===== src/rtl/shifter_readout_ctrl.sv =====
// shifter_readout_ctrl: snapshots four 12-bit error counters and shifts them out as a framed serial stream
module shifter_readout_ctrl #(
    parameter logic [7:0] SYNC_WORD  = 8'hA5,
    parameter int         GAP_CYCLES = 4
) (
    input  logic        i_data_clk,
    input  logic        i_rst_n,
    input  logic        i_start,
    input  logic        i_abort,
    input  logic [11:0] i_shift_error_0_0,
    input  logic [11:0] i_shift_error_0_1,
    input  logic [11:0] i_shift_error_1_0,
    input  logic [11:0] i_shift_error_1_1,
    output logic        o_save_data,
    output logic        o_data_out,
    output logic        o_frame,
    output logic        o_busy,
    output logic        o_done,
    output logic [3:0]  o_seq
);
    typedef enum logic [2:0] {S_IDLE, S_SNAP, S_SYNC, S_SEQN, S_DATA, S_PAR, S_GAP} state_t;

    localparam logic [7:0] GAP_LAST = 8'(GAP_CYCLES - 1);

    state_t      r_state, w_state_nxt;
    logic [5:0]  r_bit_cnt, w_bit_nxt;
    logic [7:0]  r_gap_cnt, w_gap_nxt;
    logic [11:0] r_sh_00, r_sh_01, r_sh_10, r_sh_11;
    logic [3:0]  r_seq;
    logic        r_data_out, r_frame;
    logic        w_data_nxt, w_frame_nxt, w_done;
    logic [47:0] w_data_vec;

    assign w_data_vec  = {r_sh_11, r_sh_10, r_sh_01, r_sh_00};
    assign w_done      = (r_state == S_GAP) && (r_gap_cnt == GAP_LAST) && !i_abort;
    assign w_frame_nxt = (w_state_nxt == S_SYNC) || (w_state_nxt == S_SEQN) ||
                         (w_state_nxt == S_DATA) || (w_state_nxt == S_PAR);

    assign o_save_data = (r_state == S_SNAP);
    assign o_busy      = (r_state != S_IDLE);
    assign o_done      = w_done;
    assign o_data_out  = r_data_out;
    assign o_frame     = r_frame;
    assign o_seq       = r_seq;

    // Next-state and bit/gap counter sequencing; abort overrides everything outside IDLE
    always_comb begin
        w_state_nxt = r_state;
        w_bit_nxt   = r_bit_cnt;
        w_gap_nxt   = r_gap_cnt;
        case (r_state)
            S_IDLE: if (i_start) w_state_nxt = S_SNAP;
            S_SNAP: begin
                w_state_nxt = S_SYNC;
                w_bit_nxt   = '0;
            end
            S_SYNC: begin
                w_state_nxt = (r_bit_cnt == 6'd7) ? S_SEQN : S_SYNC;
                w_bit_nxt   = (r_bit_cnt == 6'd7) ? 6'd0 : r_bit_cnt + 6'd1;
            end
            S_SEQN: begin
                w_state_nxt = (r_bit_cnt == 6'd3) ? S_DATA : S_SEQN;
                w_bit_nxt   = (r_bit_cnt == 6'd3) ? 6'd0 : r_bit_cnt + 6'd1;
            end
            S_DATA: begin
                w_state_nxt = (r_bit_cnt == 6'd47) ? S_PAR : S_DATA;
                w_bit_nxt   = (r_bit_cnt == 6'd47) ? 6'd0 : r_bit_cnt + 6'd1;
            end
            S_PAR: begin
                w_state_nxt = S_GAP;
                w_gap_nxt   = '0;
            end
            S_GAP: begin
                w_state_nxt = (r_gap_cnt != GAP_LAST) ? S_GAP : (i_start ? S_SNAP : S_IDLE);
                w_gap_nxt   = (r_gap_cnt == GAP_LAST) ? 8'd0 : r_gap_cnt + 8'd1;
            end
            default: w_state_nxt = S_IDLE;
        endcase
        if (i_abort && r_state != S_IDLE) begin
            w_state_nxt = S_IDLE;
            w_bit_nxt   = '0;
            w_gap_nxt   = '0;
        end
    end

    // Select the bit DATA_OUT will carry in the next cycle so the output can be registered
    always_comb begin
        w_data_nxt = 1'b0;
        case (w_state_nxt)
            S_SYNC:  w_data_nxt = SYNC_WORD[w_bit_nxt[2:0]];
            S_SEQN:  w_data_nxt = r_seq[w_bit_nxt[1:0]];
            S_DATA:  w_data_nxt = w_data_vec[w_bit_nxt];
            S_PAR:   w_data_nxt = ^w_data_vec;
            default: w_data_nxt = 1'b0;
        endcase
    end

    // State, counters and registered serial outputs
    always_ff @(posedge i_data_clk or negedge i_rst_n) begin
        if (!i_rst_n) begin
            r_state    <= S_IDLE;
            r_bit_cnt  <= '0;
            r_gap_cnt  <= '0;
            r_data_out <= 1'b0;
            r_frame    <= 1'b0;
        end else begin
            r_state    <= w_state_nxt;
            r_bit_cnt  <= w_bit_nxt;
            r_gap_cnt  <= w_gap_nxt;
            r_data_out <= w_data_nxt;
            r_frame    <= w_frame_nxt;
        end
    end

    // Shadow copy of the live counters taken on the edge that ends SNAP
    always_ff @(posedge i_data_clk or negedge i_rst_n) begin
        if (!i_rst_n) begin
            r_sh_00 <= '0;
            r_sh_01 <= '0;
            r_sh_10 <= '0;
            r_sh_11 <= '0;
        end else if (r_state == S_SNAP) begin
            r_sh_00 <= i_shift_error_0_0;
            r_sh_01 <= i_shift_error_0_1;
            r_sh_10 <= i_shift_error_1_0;
            r_sh_11 <= i_shift_error_1_1;
        end
    end

    // Frame sequence number advances only when a frame and its gap complete
    always_ff @(posedge i_data_clk or negedge i_rst_n) begin
        if (!i_rst_n) r_seq <= '0;
        else if (w_done) r_seq <= r_seq + 4'd1;
    end
endmodule


===== config.mk =====
export PLATFORM = sky130hd
export DESIGN_NAME = shifter_readout_ctrl
export DESIGN_NICKNAME = d
export VERILOG_FILES = /design/src/rtl/shifter_readout_ctrl.sv
export SDC_FILE = /design/constraint.sdc
export NUM_CORES = 1
export LEC_CHECK = 0
export CORE_UTILIZATION = 35
export DETAILED_ROUTE_END_ITERATION = 16
export DONT_BUFFER_PORTS = 1
export HOLD_SLACK_MARGIN = 0.06
export PLACE_DENSITY = 0.6
export SLEW_MARGIN = 0
export SYNTH_ARGS = -nofsm -noshare
export SYNTH_HDL_FRONTEND = slang
export SYNTH_SLANG_ARGS = --single-unit

===== constraint.sdc =====
create_clock -name i_data_clk -period 3.1 [get_ports i_data_clk]
set_input_delay 0.62 -clock i_data_clk [delete_from_list [all_inputs] [get_ports i_data_clk]]
set_output_delay 0.62 -clock i_data_clk [all_outputs]
set_load 0.05 [all_outputs]

# Yosys cells after proc, flatten, opt, wreduce, memory -nomap -nowiden
# Memories as Yosys holds them, arrays and structs flattened.
# Index checks and enable logic that the tools add are counted.
# word_totals
register_bits	71
rom_bits	8
in_bits	52
out_inout_bits	9
word_cells	65
mem_count	1
# classes
addsub	3
magnitude_cmp	3
n_eq_ne	15
n_mux	22
n_reduce_logical	11
# memory_table
memory	words	word_bits	read_ports	rd_clocked_by_memory_dff	write_ports	line_no	text
(no name shown)	8	1	1	0	0	90	S_SYNC: w_data_nxt = SYNC_WORD[w_bit_nxt[2:0]];
# ops
operator	count
XOR reduction 48 bit	1
2-to-1 mux 6 bit	4
case mux 6 bit (4 select lines)	1
case mux 3 bit (7 select lines)	1
2-to-1 mux 8 bit	2
case mux 8 bit (2 select lines)	1
== test 3 bit, second input constant	5
== test 3 x 2 -> 1 bit, second input constant	4
2-to-1 mux 3 bit	4
adder 8 x 1 -> 8 bit, second input constant	1
== test 8 x 2 -> 1 bit, second input constant	1
inequality test 8 x 2 -> 1 bit, second input constant	1
< comparator 6 x 7 -> 1 bit, second input constant	1
adder 6 x 1 -> 6 bit, second input constant	1
binary-select mux 1 bit (select 6 bit)	1
== test 6 x 2 -> 1 bit, second input constant	1
== test 6 x 3 -> 1 bit, second input constant	1
== test 6 bit, second input constant	1
2-to-1 mux 1 bit	6
nonzero test 3 bit	2
adder 4 x 1 -> 4 bit, second input constant	1
< comparator 3 x 4 -> 1 bit, second input constant	1
case mux 1 bit (4 select lines)	1
== test 3 x 1 -> 1 bit, second input constant	1
other kinds (6)	10

# Longest topological paths before layout
# Gate-level depths: netlist of the first run.
# logic_depth
word_depth	8
mapped_depth	13
depth_no_buf	12

# Worst setup path before layout of the first run
# Ideal clock, no wire load.
# synth_path
path_kind	reg-to-reg
from	reg r_state[0]
to	reg r_data_out (netlist: o_data_out)
setup_time_ns	0.124
arrival_ns	2.807
required_time_ns	2.976
setup_slack_ns	0.169
path_stages_with_launch	12
path_buffers	2
synth_period_minus_slack_ns	2.931
path_cell_list	dfrtp_1 -> clkbuf_1 -> or3_1 -> clkbuf_1 -> nand3_1 -> nand2_1 -> o22ai_2 -> a221o_1 -> a21oi_1 -> a211o_1 -> a311oi_1 -> a211o_1
# synth_via
elab_chain_cells	6
elab_cells_between_ends	25
cone_classes	eq/ne: 10; mux: 11; reduce/logical: 3; memory: 1
# synth_lines
item	line_no	text
start: declaration	25	state_t r_state, w_state_nxt;
start signal: assignment	107	r_state <= w_state_nxt;
nonzero test 3 bit (*)	--	
net o_busy	17	output logic o_busy,
logical AND 1 bit (*)	79	if (i_abort && r_state != S_IDLE) begin
2-to-1 mux 6 bit	79	
binary-select mux 1 bit (select 6 bit), or another cell as far along	92	S_DATA: w_data_nxt = w_data_vec[w_bit_nxt];
2-to-1 mux 1 bit (on tied branches)	92, 90, 91	
case mux 1 bit (4 select lines) (*)	89	case (w_state_nxt)
net w_data_nxt	31	logic w_data_nxt, w_frame_nxt, w_done;
end signal: assignment	110	r_data_out <= w_data_nxt;
end: declaration	30	logic r_data_out, r_frame;
# The timed path passes the listed nets; every way through them passes the cells marked *. The select of a mux whose other input is x is not followed.
# A chain may end at the register's enable or synchronous reset.

# Worst setup path in the final report of the first run
# layout_path
from	reg r_bit_cnt[1]
to	reg r_data_out (netlist: o_data_out)
# layout_via
elab_chain_cells	7
elab_cells_between_ends	25
cone_classes	add/sub: 1; eq/ne: 7; mux: 16; memory: 1
# layout_lines
item	line_no	text
start: declaration	26	logic [5:0] r_bit_cnt, w_bit_nxt;
start signal: assignment	108	r_bit_cnt <= w_bit_nxt;
adder 6 x 1 -> 6 bit, or another cell as far along	59, 63, 67	
2-to-1 mux 6 bit (on tied branches)	67, 59, 63	
case mux 6 bit (4 select lines)	51	case (r_state)
2-to-1 mux 6 bit	79	
binary-select mux 1 bit (select 6 bit), or another cell as far along	92	
2-to-1 mux 1 bit (on tied branches)	92, 90, 91	
case mux 1 bit (4 select lines) (*)	89	
net w_data_nxt	31	
# Marked as above.

==> flow_summary.json, run 1 <==
{
  "cts-buffers-inserted": 9,
  "crit_path_end_kind": "flip-flop",
  "mappedNetlistArea_sq_um": 4237,
  "critical_path_peak_fanout": 7,
  "synth_edf_count": 0,
  "initial_utilization_pct": 36.48,
  "antenna_cells_inserted": 0,
  "dp_hpwl_mm": 7.444,
  "yosysSeqAreaShare_pct": 41.94,
  "cts.sinks": 71,
  "rsz0062_at_grt": "false",
  "ant_nets": 0,
  "clk_transition_reported_paths_ns": 0.06,
  "fraction_of_final_layout_cells_sized_beyond_drive_strength_1_pct": 27.23,
  "cts-root-buf": "clkbuf_16",
  "min_period_over_period_pct": 93.30,
  "place_inst": 552,
  "fmaxAchievable_mhz": 345.7,
  "timing.rr.start": "r_bit_cnt[1]",
  "status": "finished with violations",
  "worst_pin_slew_ns": 0.7618,
  "drt-wirelength-per-cell_um": 17.28,
  "buffer_ports.inserted": 0,
  "asyncSetResetFlopFracSynth_pct": 100.0,
  "stdcell_area_sq_um": 4851,
  "tritoncts": "yes",
  "ir_worst_vdd_mv": 1.027,
  "floorplan.core_area_sq_um": 11610,
  "cts_buffer_depth": 2,
  "regArea_sq_um": 1778,
  "critPathArrivalTime_ns": 3.11,
  "timing.setup.tns_ns": 0,
  "timing.final.hold_violations": 0,
  "place.gp.congestion": 0.8946,
  "max_cap_viol_count": 0,
  "multiInputGateArea_sq_um": 2344,
  "n_fill_cell": 1125,
  "design.portCount": 61,
  "route.final.wire_length_mm": 9.835,
  "period_needed_ns": 2.892,
  "via_count": 3078,
  "first_pass_iters": 11,
  "power-per-cell-area_nw_per_um2": 1371,
  "instances_no_fill": 569,
  "syn-mean-instance-area_sq_um": 10.41,
  "detailedRoute.firstIterationViolations": 214,
  "startpoint": "r_bit_cnt[1]",
  "first_global_vias": 3166,
  "power_leakage_nw": 1.976,
  "nets": 476,
  "critPathRequiredTime_ns": 3.31,
  "synthesis.instances": 407,
  "fp.dieArea_sq_um": 12550,
  "dieWidth_um": 112.0,
  "post_cts_buffers": 0,
  "rows": 39,
  "worst_setup_path_start_kind": "flip-flop",
  "crit_type": "reg -> reg",
  "failed_checks": "design-rule violations",
  "h_tree_level_count": 3,
  "post-route-drc-count": 3,
  "globalRouteTotalUtil_pct": 16.63,
  "maximum_number_of_pins_on_one_net_before_global_route_repair": 72,
  "syn_nets": 462,
  "avgViaCountPerCell": 5.409,
  "worstSkewPairLatency_ns": 0.33,
  "hold_path_class": "in -> async",
  "detailed_place.area_sq_um": 4504,
  "grt_first_pass_wirelength_mm": 16.30,
  "synth-main-ff-cell": "dfrtp_1",
  "synth_cell_types": 61,
  "synth-warning-count": 0,
  "slew_headroom_pct": 49.12,
  "timing.clock.skew_ns": 0.008315,
  "die_height_um": 112.0,
  "finalSetupViolCount": 0,
  "grt.overflow.total": 0,
  "antenna_found_initial": 0,
  "area_delta_synth_final_pct": 14.50,
  "maxSlewViolCount": 0,
  "synth-seq-cells": 71
}
==> metrics by stage <==
step                hold WS [ns]  power (mW)  utilization, %  setup slack (ns)
CTS                       0.1807       6.674           41.59           0.08562
finish                    0.1662       6.649           41.77            0.2077
global placement          0.3266       5.551           38.78            0.2156
floorplan                 0.3244       4.871               -            0.1686
global route              0.1890       7.127           41.77          0.001449
detailed placement        0.3266       5.607           38.78           0.08430
==> metal layers <==
layer | wire length (um) | global-route usage (%)
met5 | 0 | 0
met4 | 128 | 5.689
met3 | 494 | 3.780
met2 | 4785 | 26.75
met1 | 4427 | 22.14
==> worst max-delay path, cell delays in order (launching register included) <==
cell and delay, ns:
dfrtp_1 0.35, ha_1 0.18, or4b_4 0.52, o41ai_4 0.31
a211oi_4 0.15, o22ai_2 0.38, a22oi_1 0.15, o311ai_0 0.13
and4b_1 0.24, o22ai_1 0.07, a211o_1 0.29
==> cell type report <==
cell class / count / area share (%)
multi-input combinational: 302 / 48.31
sequential: 71 / 36.65
clock buffer: 10 / 4.720
timing repair buffer: 25 / 4.282
tap: 143 / 3.688
clock inverter: 6 / 1.419
inverter: 12 / 0.9286
==> synthesized netlist by cell type, types with 5 or more instances <==
library cell,n,area share [%]
xor2_1,10,2.1
xnor2_1,47,9.7
and3_1,5,0.74
nor3_1,5,0.59
nor2_1,21,1.9
nand3_1,14,1.7
inv_1,9,0.80
dfrtp_1,71,42
o21ai_0,19,2.2
clkbuf_1,18,1.6
nand2_1,34,3.0
mux2_2,58,15
a21oi_1,14,1.7
a22oi_1,5,0.89
==> flip-flops by register name, indices dropped and copies added, names as in the netlist, 3 cells and up <==
register / cells
r_sh_00: 12
r_sh_01: 12
r_sh_10: 12
r_sh_11: 12
r_gap_cnt: 8
r_bit_cnt: 6
o_seq: 4
r_state: 3
==> where the power goes <==
group / leakage [nW] / switching, mW / internal, mW
combinational: 0.955 / 1.85 / 2.05
clock: 0.143 / 0.388 / 0.626
sequential: 0.878 / 0.449 / 1.29
total: 1.98 / 2.69 / 3.96
==> worst paths after layout <==
path / to / slack, ns / cells past startpoint
min: r_sh_10[11] / 0.17 / 1
min in group i_data_clk: r_state[2] / 0.35 / 1
max: o_data_out / 0.21 / 10
min reg2reg: r_gap_cnt[7] / 0.49 / 1
max in group asynchronous: r_state[2] / 2.61 / 1
max reg2reg: o_data_out / 0.21 / 10
==> cells in the final DEF (no fill, tap or decap), types with 4 or more instances in the layout <==
master,instances
a21oi_1,14
clkbuf_16,9
nor2_1,21
inv_1,9
nor2b_1,4
mux2_2,58
mux2i_1,4
dfrtp_1,70
xnor2_1,47
a22oi_1,5
a211o_1,4
buf_4,24
o21ai_0,19
nand2_1,34
and3_1,5
nand3_1,14
xor2_1,10
nor3_1,5
==> kinds of logic after synthesis <==
group | count (synthesis) | share of synthesized area (%)
xor gates and xnor gates | 58 | 12.32
DFF | 71 | 41.94
muxes | 62 | 16.36
buffers and inverters | 34 | 3.248
and+or+nand+nor | 99 | 11.46
AOI/OAI and AO/OA | 80 | 13.79
adders and majority gates | 3 | 0.8861
==> repair_timing <==
action / CTS / global route
resized for setup: 0 / 5
hold buffers: 1 / 0
hold endpoints to repair: 71 / 0
setup endpoints to repair: 0 / 1
No activity file was read; power rests on OpenSTA's default activity.
==> run 2: changes to the inputs <==
--- a/config.mk
+++ b/config.mk
@@ -5,6 +5,8 @@
 export SDC_FILE = /design/constraint.sdc
 export NUM_CORES = 1
 export LEC_CHECK = 0
+export CORE_ASPECT_RATIO = 1.1
+export CORE_MARGIN = 3
 export CORE_UTILIZATION = 35
 export DETAILED_ROUTE_END_ITERATION = 16
 export DONT_BUFFER_PORTS = 1
==> run 2 against run 1 <==
Compared with the run above: the flow now finishes without violations; power increased by 1.5%; count of clock-buffer cells in the layout is 2 higher; clock power is essentially flat; largest cell class unchanged; non-clock buffer count is 1 lower; setup slack lost 0.054 ns; combinational power is 3% higher; sequential power about the same; sequential share of layout area shrank 0.20 points; routed wire length up 2.6%; hold slack better by 0.013 ns.
==> flow_summary.json, run 2 (same netlist as run 1, synthesis figures left out) <==
{
  "period_needed_ns": 2.946,
  "slew_headroom_pct": 51.22,
  "critical_path_peak_fanout": 12,
  "max_cap_viol_count": 0,
  "cts.sinks": 71,
  "worst_setup_path_start_kind": "flip-flop",
  "critPathArrivalTime_ns": 3.16,
  "crit_path_end_kind": "flip-flop",
  "first_global_vias": 3201,
  "ant_nets": 0,
  "timing.final.hold_violations": 0,
  "critPathRequiredTime_ns": 3.31,
  "antenna_cells_inserted": 0,
  "internal_power_mw": 4.084,
  "switching_power_mw": 2.664,
  "maxSlewViolCount": 0,
  "design.portCount": 61,
  "p_sw_share_pct": 39.48,
  "crit_type": "reg -> reg",
  "layout_common_cells": "71 x dfrtp_1, 58 x mux2_2, 47 x xnor2_1",
  "avgViaCountPerCell": 5.445,
  "post-route-drc-count": 0,
  "n_fill_cell": 1108,
  "drt-wirelength-per-cell_um": 17.55,
  "first_pass_iters": 4,
  "cts_buffer_depth": 2,
  "detail_route.wirelength.met1_mm": 4.245,
  "ir_worst_vdd_mv": 1.004,
  "fp.dieArea_sq_um": 13460,
  "multiInputGateArea_sq_um": 2361,
  "dieWidth_um": 110.9,
  "dp_hpwl_mm": 7.455,
  "cts-root-buf": "clkbuf_16",
  "clkPwrFrac_pct": 15.1,
  "grt.overflow.total": 0,
  "clk_transition_reported_paths_ns": 0.06,
  "worstSkewPairLatency_ns": 0.33,
  "nets": 475,
  "wl_met2_mm": 5.219,
  "initial_utilization_pct": 36.38,
  "finalSetupViolCount": 0,
  "place.gp.congestion": 0.9184,
  "grt_first_pass_wirelength_mm": 16.62,
  "route.final.wire_length_mm": 10.09,
  "timing.clock.skew_ns": 0.009060,
  "antenna_found_initial": 0,
  "die_height_um": 121.4,
  "power_leakage_nw": 1.976,
  "fmaxAchievable_mhz": 339.5,
  "timing.setup.tns_ns": 0,
  "post-route-worst-setup-slack_ns": 0.1541,
  "comb_power_share_pct": 59.4,
  "rows": 41,
  "layout.cells.most_common": "dfrtp_1",
  "preCtsSetupSlack_ns": 0.02718,
  "globalRouteTotalUtil_pct": 15.48,
  "area_delta_synth_final_pct": 15.06,
  "h_tree_level_count": 3,
  "status": "finished clean",
  "cts-buffers-inserted": 9,
  "hold_path_class": "in -> async",
  "power-per-cell-area_nw_per_um2": 1384,
  "fraction_of_final_layout_cells_sized_beyond_drive_strength_1_pct": 27.06,
  "detailedRoute.firstIterationViolations": 229,
  "buffer_ports.inserted": 0,
  "maximum_number_of_pins_on_one_net_before_global_route_repair": 72,
  "detailroute.wirelength.met3_um": 456,
  "worst_pin_slew_ns": 0.7294,
  "pwr-share-seq_pct": 25.5,
  "floorplan.core_area_sq_um": 11640,
  "overall_power_consumption_mw": 6.748,
  "dr.max_layer_used": "met4",
  "via_count": 3131,
  "regArea_sq_um": 1777,
  "tritoncts": "yes",
  "min_period_over_period_pct": 95.03
}
run 2: cell count changes in the layout (fill, tap and decap cells not counted), sizes merged:
cell      delta
buf          -1
clkinvlp     -1
clkbuf       +2
inv          -1
run 2: worst max-delay path, cell delays in order (launching register included):
cell and delay, ns:
dfrtp_1 0.35, ha_2 0.22, or4b_4 0.52, o41ai_4 0.31
a211oi_4 0.15, o21ai_2 0.18, inv_2 0.14, a221oi_2 0.26
nand2_1 0.09, a32oi_1 0.20, o22ai_1 0.10, a211o_1 0.31
run 2: routing by layer:
layer / vias up / track usage, %
li1: 1478 / -
met1: 1567 / 18.77
met2: 75 / 26.75
met3: 11 / 3.192
met4: 0 / 6.620
met5: - / 0
run 2: area by class of cell:
type / count / area share, %
Sequential cell: 71 / 36.45
Clock buffer: 12 / 5.056
Clock inverter: 4 / 0.9240
Inverter: 12 / 0.9240
Multi-Input combinational cell: 302 / 48.43
Tap cell: 150 / 3.850
Timing Repair Buffer: 24 / 4.363
run 2: timing repair:
| item | in CTS | in global routing |
|---|---|---|
| gates resized for setup | 0 | 7 |
| hold buffers | 1 | 0 |
| setup endpoints to repair | 0 | 1 |
| buffers inserted | 0 | 2 |
| hold endpoints to repair | 71 | 0 |
run 2: power by group through the flow:
stage	clock [mW]	sequential, mW	combinational (mW)
after CTS	1.04	1.73	3.97
final	1.02	1.72	4.01
after detailed placement	0	1.74	3.92
after floorplan	0	1.57	3.30
after global routing	1.08	1.78	4.35
after global placement	0	1.73	3.89
run 2: stage by stage:
step	util [%]	instances	hold slack (ns)	cell area, sq um
after floorplan	-	407	0.3244	4237
after detailed placement	38.67	556	0.3311	4503
after global placement	38.67	556	0.3306	4503
after global routing	41.86	575	0.1962	4875
after CTS	41.41	573	0.1922	4822
final	41.86	575	0.1793	4875
run 2: worst paths after layout:
kind	depth (start not counted)	endpoint	slack [ns]	start
setup / recovery	11	o_data_out	0.15	r_bit_cnt[0]
hold / removal	1	r_bit_cnt[0]	0.18	i_rst_n
setup reg to reg	11	o_data_out	0.15	r_bit_cnt[0]
hold reg to reg	1	r_gap_cnt[7]	0.49	r_gap_cnt[7]
max in group asynchronous	1	r_sh_10[10]	2.63	i_rst_n
min in group i_data_clk	1	r_state[2]	0.35	i_abort
==> run 3: changes to the inputs <==
--- a/config.mk
+++ b/config.mk
@@ -5,13 +5,15 @@
 export SDC_FILE = /design/constraint.sdc
 export NUM_CORES = 1
 export LEC_CHECK = 0
+export CELL_PAD_IN_SITES_DETAIL_PLACEMENT = 1
+export CELL_PAD_IN_SITES_GLOBAL_PLACEMENT = 1
 export CORE_ASPECT_RATIO = 1.1
 export CORE_MARGIN = 3
-export CORE_UTILIZATION = 35
+export CORE_UTILIZATION = 23
 export DETAILED_ROUTE_END_ITERATION = 16
 export DONT_BUFFER_PORTS = 1
 export HOLD_SLACK_MARGIN = 0.06
-export PLACE_DENSITY = 0.6
+export PLACE_DENSITY = 0.54
 export SLEW_MARGIN = 0
 export SYNTH_ARGS = -nofsm -noshare
 export SYNTH_HDL_FRONTEND = slang
==> run 3 against run 2 <==
Compared with the run above: global-route usage down 2.8 points; routed wire length up 21%; clock power up 13%; largest power group unchanged; largest cell class unchanged.
==> flow_summary.json, run 3 (same netlist as run 1, synthesis figures left out) <==
{
  "reg2reg_depth": 11,
  "place_inst": 648,
  "rows": 51,
  "finalSetupViolCount": 0,
  "antenna_cells_inserted": 0,
  "drt-wirelength-per-cell_um": 18.32,
  "period_needed_ns": 2.965,
  "clk_transition_reported_paths_ns": 0.06,
  "place.gp.congestion": 0.8214,
  "timing.clock.skew_ns": 0.008323,
  "area_delta_synth_final_pct": 19.26,
  "status": "finished clean",
  "buffer_ports.inserted": 0,
  "worst_pin_slew_ns": 0.7402,
  "initial_utilization_pct": 23.71,
  "cts-root-buf": "clkbuf_16",
  "critical_path_peak_fanout": 6,
  "worst_setup_path_start_kind": "flip-flop",
  "worstSkewPairLatency_ns": 0.34,
  "fraction_of_final_layout_cells_sized_beyond_drive_strength_1_pct": 28.27,
  "timing.rr.end": "o_data_out",
  "grt_first_pass_wirelength_mm": 19.73,
  "stdcell_area_sq_um": 5052,
  "first_pass_iters": 4,
  "floorplan.core_area_sq_um": 17870,
  "critical_path.cell_chain": "ha_1, or4b_4, o41ai_4, a211oi_4, o21ai_2, inv_2, a31oi_1, o211ai_1, a32oi_1, o22ai_1, a211o_1",
  "antenna_found_initial": 0,
  "timing.final.hold_violations": 0,
  "worst_path_dominant_cell_family": "compound AO/OA/AOI/OAI gates",
  "ant_nets": 0,
  "detailed_place.area_sq_um": 4643,
  "max_cap_viol_count": 0,
  "route.final.wire_length_mm": 12.20,
  "startpoint": "r_bit_cnt[1]",
  "crit_type": "reg -> reg",
  "fin_worst_hold_slack_ns": 0.1569,
  "dieWidth_um": 135.4,
  "post-route-worst-setup-slack_ns": 0.1349,
  "power-per-cell-area_nw_per_um2": 1395,
  "maxSlewViolCount": 0,
  "design.portCount": 61,
  "fmaxAchievable_mhz": 337.3,
  "nets": 478,
  "post-route-drc-count": 0,
  "globalRouteTotalUtil_pct": 12.70,
  "critPathRequiredTime_ns": 3.32,
  "layout.cells.most_common": "dfrtp_1",
  "power_leakage_nw": 2.002,
  "dp_hpwl_mm": 9.114,
  "reg2reg_setup_slack_ns": 0.13,
  "layout_common_cells": "70 x dfrtp_1, 58 x mux2_2, 47 x xnor2_1",
  "crit_path_top_delay_cell": "or4b_4",
  "timing.rr.start": "r_bit_cnt[1]",
  "maximum_number_of_pins_on_one_net_before_global_route_repair": 72,
  "cts.sinks": 71,
  "instances_no_fill": 666,
  "grt.overflow.total": 0,
  "h_tree_level_count": 3,
  "avgViaCountPerCell": 4.767,
  "cts_buffer_depth": 2,
  "first_global_vias": 3498,
  "die_height_um": 148.3,
  "slew_headroom_pct": 50.49,
  "fp.dieArea_sq_um": 20090,
  "tritoncts": "yes",
  "ir_worst_vdd_mv": 0.5693,
  "crit_path_max_incr_delay_ns": 0.52,
  "preCtsSetupSlack_ns": -0.04422,
  "min_period_over_period_pct": 95.65,
  "timing.setup.tns_ns": 0,
  "via_count": 3175,
  "crit_path_end_kind": "flip-flop",
  "cts-buffers-inserted": 9,
  "critical_path_buf_inv_count": 1,
  "detailedRoute.firstIterationViolations": 201,
  "hold_path_class": "in -> async",
  "critPathArrivalTime_ns": 3.19
}
-- run 3: cell types whose count changed in the layout (fill, tap and decap cells not counted), moves of 2 or more --
cell / previous run / this run
buf_4: 22 / 25
clkinv_2: 3 / 0
inv_6: 0 / 3
clkbuf_1: 2 / 0
-- run 3: area by class of cell --
type / count / area [sq um]
inverter: 12 / 45.04
timing repair buffer: 27 / 235.2
sequential: 71 / 1778
multi-input combinational: 302 / 2369
clock inverter: 7 / 102.6
clock buffer: 9 / 225.2
fill: 2061 / 12810
tap: 238 / 297.8
-- run 3: report_power, final --
part	internal, mW	leakage [nW]	switching [mW]
clock network	0.714	0.157	0.438
registers	1.29	0.878	0.449
logic	2.17	0.967	1.99
-- run 3: through the flow --
stage	total power, mW	utilization [%]
2_1_floorplan	4.871	-
3_3_place_gp	5.805	25.99
3_5_place_dp	5.869	25.99
4_1_cts	7.129	28.07
5_1_grt	7.555	28.28
6_report	7.046	28.28
-- run 3: per-layer routing --
| layer | up-vias | global-route usage, % | part of all wire (%) |
|---|---|---|---|
| li1 | 1482 | - | - |
| met1 | 1614 | 14.94 | 42 |
| met2 | 56 | 21.29 | 51 |
| met3 | 23 | 3.620 | 3.7 |
| met4 | 0 | 6.048 | 3.4 |
| met5 | - | 0 | 0 |
-- run 3: repair_timing --
action | in CTS | in global routing
endpoints found under the setup margin | 1 | 1
gates resized for setup | 3 | 6
hold endpoints to repair | 71 | 0
setup buffers | 0 | 1
pin swaps | 0 | 2
hold buffers | 1 | 0
-- run 3: worst max path at each step --
stage                 endpoint  cells after the start
finish              o_data_out                     11
global route        o_data_out                     11
CTS                 o_data_out                     11
detailed placement  o_data_out                      8
global placement    o_data_out                     10
floorplan           o_data_out                     11
